## config.mk

```make
export PLATFORM = sky130hd
export DESIGN_NAME = burst_mode_proc
export DESIGN_NICKNAME = d
export VERILOG_FILES = /design/src/rtl/burst_mode_proc.sv
export SDC_FILE = /design/constraint.sdc
export NUM_CORES = 1
export LEC_CHECK = 0
export CAP_MARGIN = 5
export CORE_UTILIZATION = 29
export CTS_BUF_LIST = sky130_fd_sc_hd__clkbuf_4 sky130_fd_sc_hd__clkbuf_8 sky130_fd_sc_hd__clkbuf_16
export DETAILED_ROUTE_END_ITERATION = 10
export PLACE_DENSITY = 0.46
export RECOVER_POWER = 100
export SETUP_SLACK_MARGIN = 0.5
export SYNTH_ARGS = -nofsm -noshare
export SYNTH_HDL_FRONTEND = slang
export SYNTH_SLANG_ARGS = --single-unit
```

## constraint.sdc

```tcl
create_clock -name clk -period 6 [get_ports clk]
set_clock_uncertainty 0.05 [all_clocks]
set_input_delay 1.2 -clock clk [delete_from_list [all_inputs] [get_ports clk]]
set_output_delay 1.2 -clock clk [all_outputs]
set_load 0.05 [all_outputs]
```

## src/rtl/burst_mode_proc.sv

```systemverilog
// Burst processor: collects NUM unsigned elements, then streams NUM signed results
// (prefix sum, difference from e0, ascending or descending sort). Define BURST_MODE_SAT_EN to clamp results.
module burst_mode_proc #(
  parameter int DW  = 4,
  parameter int NUM = 4,
  parameter int OW  = 6
) (
  input  logic          clk,
  input  logic          rst_n,
  input  logic          in_valid,
  input  logic [DW-1:0] in_number,
  input  logic [1:0]    mode,
  output logic          out_valid,
  output logic [OW-1:0] out_result,
  output logic [1:0]    dbg_state
);
  // Handshake: no ready. An element is taken on every edge that samples in_valid=1 in IDLE or IN;
  // out_valid marks a result on out_result for exactly NUM contiguous cycles, out_result is 0 otherwise.
  localparam int FW = DW + $clog2(NUM) + 1;
  localparam int CW = $clog2(NUM);
  localparam int MW = (FW > OW) ? FW : OW;

  typedef enum logic [1:0] {S_IDLE, S_IN, S_CALC, S_OUT} state_t;

  state_t                state_q, state_d;
  logic [1:0]            mode_q, mode_d;
  logic [CW-1:0]         cnt_q, cnt_d;
  logic [DW-1:0]         buf_q [NUM];
  logic [DW-1:0]         buf_d [NUM];
  logic signed [FW-1:0]  res_q [NUM];
  logic signed [FW-1:0]  res_d [NUM];

  logic                  take;
  logic [1:0]            ins_mode;
  logic [CW-1:0]         ins_n;
  logic [NUM-1:0]        gt;
  logic [NUM-1:0]        gt_prev;
  logic [DW-1:0]         ins_buf [NUM];
  logic signed [FW-1:0]  calc_res [NUM];
  logic signed [FW-1:0]  acc;

  function automatic logic signed [FW-1:0] ext(input logic [DW-1:0] x);
    return $signed({{(FW-DW){1'b0}}, x});
  endfunction

`ifdef BURST_MODE_SAT_EN
  localparam logic signed [MW-1:0] SMAX = {{(MW-OW+1){1'b0}}, {(OW-1){1'b1}}};
  localparam logic signed [MW-1:0] SMIN = ~SMAX;
`endif

  function automatic logic [OW-1:0] reduce(input logic signed [FW-1:0] v);
    logic signed [MW-1:0] x;
    x = MW'(v);
`ifdef BURST_MODE_SAT_EN
    if (x > SMAX) return SMAX[OW-1:0];
    if (x < SMIN) return SMIN[OW-1:0];
    return x[OW-1:0];
`else
    return x[OW-1:0];
`endif
  endfunction

  // Sort modes insert into the already-ordered prefix; equal keys land after existing ones.
  assign ins_mode = (state_q == S_IDLE) ? mode : mode_q;
  assign ins_n    = (state_q == S_IDLE) ? '0 : cnt_q;
  assign gt_prev  = {gt[NUM-2:0], 1'b0};

  always_comb begin
    for (int j = 0; j < NUM; j++) begin
      gt[j] = (CW'(j) < ins_n) && (buf_q[j] > in_number);
    end
    for (int j = 0; j < NUM; j++) begin
      ins_buf[j] = in_number;
      if (ins_mode[1]) begin
        if ((CW'(j) < ins_n) && !gt[j]) ins_buf[j] = buf_q[j];
        else if (gt_prev[j])            ins_buf[j] = buf_q[(j == 0) ? 0 : j-1];
      end else if (CW'(j) != ins_n) begin
        ins_buf[j] = buf_q[j];
      end
    end
  end

  always_comb begin
    acc = '0;
    for (int i = 0; i < NUM; i++) begin
      acc = acc + ext(buf_q[i]);
      case (mode_q)
        2'd0:    calc_res[i] = acc;
        2'd1:    calc_res[i] = ext(buf_q[i]) - ext(buf_q[0]);
        2'd2:    calc_res[i] = ext(buf_q[i]);
        default: calc_res[i] = ext(buf_q[NUM-1-i]);
      endcase
    end
  end

  always_comb begin
    state_d = state_q;
    mode_d  = mode_q;
    cnt_d   = cnt_q;
    buf_d   = buf_q;
    res_d   = res_q;
    take    = 1'b0;
    case (state_q)
      S_IDLE: if (in_valid) begin
        take    = 1'b1;
        mode_d  = mode;
        cnt_d   = CW'(1);
        state_d = S_IN;
      end
      S_IN: begin
        if (in_valid) begin
          take  = 1'b1;
          cnt_d = cnt_q + CW'(1);
          if (cnt_q == CW'(NUM-1)) begin
            cnt_d   = '0;
            state_d = S_CALC;
          end
        end else begin
          cnt_d   = '0;
          state_d = S_IDLE;
        end
      end
      S_CALC: begin
        res_d   = calc_res;
        cnt_d   = '0;
        state_d = S_OUT;
      end
      default: begin
        cnt_d = cnt_q + CW'(1);
        if (cnt_q == CW'(NUM-1)) begin
          cnt_d   = '0;
          state_d = S_IDLE;
        end
      end
    endcase
    if (take) buf_d = ins_buf;
  end

  always_ff @(posedge clk or negedge rst_n) begin
    if (!rst_n) begin
      state_q <= S_IDLE;
      mode_q  <= '0;
      cnt_q   <= '0;
      for (int i = 0; i < NUM; i++) begin
        buf_q[i] <= '0;
        res_q[i] <= '0;
      end
    end else begin
      state_q <= state_d;
      mode_q  <= mode_d;
      cnt_q   <= cnt_d;
      buf_q   <= buf_d;
      res_q   <= res_d;
    end
  end

  assign out_valid  = (state_q == S_OUT);
  assign out_result = (state_q == S_OUT) ? reduce(res_q[cnt_q]) : '0;
  assign dbg_state  = state_q;

endmodule

```

**After elaboration in Yosys (flattened, before gate mapping)**

Cells that the tools add are included.

- Register bits after elaboration: 50
- Input bits: 9
- Output and inout bits: 9
- Logic and storage cells: 107

- $add $sub $neg: 8
- $lt $le $gt $ge: 9
- Eq/ne operators: 19
- Muxes and demuxes: 35
- Bitwise operators: 1
- Reduce and logical (&&, ||, !) cells: 24

Operators with widths:

| operator | number |
|---|---|
| one-hot mux 7 bit (3 select lines) | 3 |
| 2-to-1 mux 4 bit | 15 |
| subtractor 4 x 4 -> 5 bit | 4 |
| 2-to-1 mux 6 bit | 3 |
| != test 2 bit, second input constant | 9 |
| > comparator 4 bit | 4 |
| 2-to-1 mux 2 bit | 8 |
| AND reduction 3 bit | 5 |
| binary-select mux 7 bit (select 2 bit) | 1 |
| one-hot mux 7 bit (2 select lines) | 1 |
| one-hot mux 2 bit (3 select lines) | 2 |
| equality test 2 bit, second input constant | 4 |
| logical AND 1 bit | 8 |
| adder 6 x 4 -> 7 bit | 1 |
| adder 5 x 4 -> 6 bit | 1 |
| adder 4 x 4 -> 5 bit | 1 |
| equality test 2 x 1 -> 1 bit, second input constant | 2 |
| logical NOT 1 bit | 4 |
| logical NOT 2 bit | 2 |
| less-than comparator 1 x 2 -> 1 bit, first input constant | 2 |
| less-than comparator 2 bit, first input constant | 2 |
| != test 2 bit, first input constant | 2 |
| nonzero test 4 bit | 1 |
| OR reduction 2 bit | 2 |
| other kinds (8) | 9 |

**Logic depth before layout (Yosys ltp)**

- Word-level depth: 8
- Depth in mapped cells: 14
- Depth with buffers taken out: 14

**Worst setup path before layout**

OpenSTA, ideal clock, no wires.

- Kind: reg2out
- Start: register state_q[1] (netlist: dbg_state[1])
- End: output port out_result[4]
- Arrival: 2.143 ns
- Data required time: 4.750 ns
- Slack: 2.607 ns
- Stages on the path, launching flop included: 3
- Path buffers: 0
- Path through: dfrtp_1 > ha_1 > nor2b_1

- Word-level cells in the longest chain between the ends: 2

RTL lines:

| element | line | source |
|---|---|---|
| start, declared | 25 | `state_t state_q, state_d;` |
| start signal, assigned | 149 | `state_q <= state_d;` |
| equality test 2 bit | - |  |
| named net out_valid | 13 | `output logic out_valid,` |
| 2-to-1 mux 6 bit | 158 | `assign out_result = (state_q == S_OUT) ? reduce(res_q[cnt_q]) : '0;` |
| end, declared | 14 | `output logic [OW-1:0] out_result,` |

The timed path passes the listed nets, and every way through them passes these cells.

**Worst setup path in the final report**

- Start: input port in_number[1]
- End: register buf_q[3] (netlist bit)

- Word-level cells in the longest chain between the ends: 6
- Elaborated cells between the ends (all ways): 11
- Those cells by class: order compare (2); eq/ne (1); mux (3); reduce/logical (5)

RTL lines:

| element | line | source |
|---|---|---|
| start, declared | 11 | `input logic [DW-1:0] in_number,` |
| > comparator 4 bit | 70 | `gt[j] = (CW'(j) < ins_n) && (buf_q[j] > in_number);` |
| logical AND 1 bit | 70 |  |
| logical NOT 1 bit | 75 | `if ((CW'(j) < ins_n) && !gt[j]) ins_buf[j] = buf_q[j];` |
| logical AND 1 bit | 75 |  |
| != test 2 bit (no line) | - |  |
| AND reduction 3 bit (no line) | - |  |
| end signal, assigned | 152 | `buf_q <= buf_d;` |
| end, declared | 28 | `logic [DW-1:0] buf_q [NUM];` |

Parallel ways exist; a longest one is shown, timed or not. The select of a mux whose other input is x is not followed.
A chain may end at the register's enable or synchronous reset.

==> impl_metrics.ini <==
[logic_synthesis]
yosysMostFrequentCell = dfrtp_1
yosys.area.top_type = dfrtp_1
postSynthAreaPerCell_um2 = 10.2
synth_adder_area_share_pct = 17.2
ys_ff_latch = 44
synthTopCellsByCount = 44 x dfrtp_1, 43 x ha_1, 34 x inv_1, 28 x mux2i_1, 26 x a21oi_1
synth_area_um2 = 3830
ys.flop_type = dfrtp_1
yosys.area_share.simple_pct = 9.74
ys_seq_area_share_pct = 28.7
yosysWarnings = 0
synthXorXnorAreaFrac_pct = 2.29
ys_types = 56
async_flop_share_pct = 100
synth.top_cells.by_area = dfrtp_1 29%, ha_1 14%, mux2i_1 7.3%
synth_mux_area_share_pct = 20.5
synth_edf_count = 0
synth_compound_area_share_pct = 16.4
synth_top_area_share_pct = 28.7
synthCells = 376
syn_nets = 434
synth_top_family_by_area = multiplexers

[global_route]
grt_max_degree = 45
grt_pass1_wl_mm = 16.0
grt-ovfl-total = 0
grt_pass1_vias = 2808
grtUsageTotal_pct = 15.8
antenna_found_initial = 0

[floorplanning]
die_area_um2 = 13700
initial_core_util_pct = 30.0
core_area_um2 = 12800
die_w_um = 117
die_h_um = 117
core.rowCount = 41
ios = 18

[worst_hold_path]
hp-start = res_q[7]
hp-class = flop to flop

[route]
wire_per_inst_um = 17.8
drt_wl_total_mm = 9.99
ant_nets = 0
vias = 2898
dr.pass1.iters = 5
wirelength_met1_mm = 4.92
routed_via_density = 5.17
drtIter0Drc = 215
routed.top_layer = met4
drc_errors = 0
wl_met2_mm = 4.54
wl_met3_um = 366

[timing]
period_share_pct = 70.5
period_needed_ns = 4.23
hold_viol = 0
rsz0062_at_grt = false
worst_slew_pin_slew_ns = 2.49
tns_ns = 0
max_slew_margin_pct = -65.7
slew_violations = 83
setup_viol = 0
clock.fmax_ghz = 0.236

[critical_path]
arrival_ns = 4.32
cp_slowest_cell = a2111oi_0
critPathCaptureType = flop
critPathRequiredTime_ns = 6.09
max_stage_delay_ns = 1.40
cp_max_fo = 4
cp_top_family = compound AO/OA/AOI/OAI gates
start_kind = input pin
crit_chain = dlygate4sd3_1 > inv_1 > ha_1 > nor2b_1 > o211ai_1 > a2111oi_0 > mux2i_1 > a21oi_1
timing.rr.start = buf_q[12]
critPathBufInv = 2
crit_start = in_number[1]
critPathKind = input pin to flop

[place]
gp_congestion = 0.774
io_buffers = 17
dp_hpwl_mm = 7.60

[cells_and_area]
n_fill_cell = 1323
nNetsFinal = 447
regArea_um2 = 1100
multi_input_area_um2 = 2500
num_antenna_cells = 0
drive_above_1_share_pct = 12.3
syn2layout_area_growth_pct = 11.6

[clocking]
htree_num_levels = 2
clk_pin_slew_ns = 0.06
numCtsBuffers = 5
cts_resized = 0
root_buffer = clkbuf_16
clkLatencyLatePin_ns = 0.29
numClockSinks = 44
cts_tree = built
cts_setup_buffers = 0
cts_buffer_depth = 2
ctsHoldBuffers = 0

[job]
maxCapViolCount = 3

[run_status]
violations = capacitance limit, slew limit
outcome = finished with violations
## placed cells by master (no fill, tap or decap), drive strengths merged, types with 10 or more instances in the layout
cell type,n
mux4,10
mux2,25
dlygate4sd3,11
nand2,14
ha,43
a21oi,27
nor2b,11
inv,37
mux2i,28
o21ai,10
dfrtp,44
nor2,18
## through the flow
stage | worst slack [ns] | util [%] | instance area, um2 | hold slack (ns) | cells
3_3_place_gp | 2.23 | 32.7 | 4180 | 0.435 | 554
4_1_cts | 2.19 | 33.8 | 4310 | 0.457 | 561
5_1_grt | 1.47 | 33.5 | 4270 | 0.476 | 561
3_5_place_dp | 2.19 | 32.7 | 4180 | 0.442 | 554
6_report | 1.77 | 33.5 | 4270 | 0.453 | 561
2_1_floorplan | 2.61 | - | 3830 | 0.396 | 376
## final cells by class
cell class / count / area share [%]
Inverter: 37 / 3.25
Tap cell: 172 / 5.04
Multi-Input combinational cell: 281 / 58.4
Sequential cell: 44 / 25.8
Clock buffer: 5 / 2.93
Timing Repair Buffer: 20 / 4.28
Clock inverter: 2 / 0.293
## final timing paths
kind / end / slack (ns) / cells after the start
setup / recovery: buf_q[3] / 1.77 / 8
hold / removal: res_q[7] / 0.45 / 1
setup reg to reg: res_q[3] / 2.56 / 13
hold reg to reg: res_q[7] / 0.45 / 1
max in group asynchronous: res_q[22] / 2.85 / 1
min in group asynchronous: res_q[17] / 1.61 / 1
## state kept, by name (all words and copies together), names as in the netlist
register,cells
mode_q,2
buf_q,16
res_q,22
dbg_state,2
cnt_q,2
## logic make-up (layout without fill, tap and decap cells)
group	after synthesis	after routing
adder cells (fa/ha/maj)	49	49
multiplexers	63	63
flip-flops	44	44
XOR/XNOR	10	10
buffers and inverters	51	64
AO/OA/AOI/OAI	87	87
AND/OR/NAND/NOR	72	72
## per-layer routing
layer | up-vias | GRT usage (%)
met1 | 1440 | 22.3
li1 | 1389 | -
met3 | 14 | 2.47
met5 | - | 0
met4 | 0 | 4.81
met2 | 55 | 24.8
Power is not shown: default switching activity piles up to over one toggle a cycle in this logic, so the estimate is an artifact.
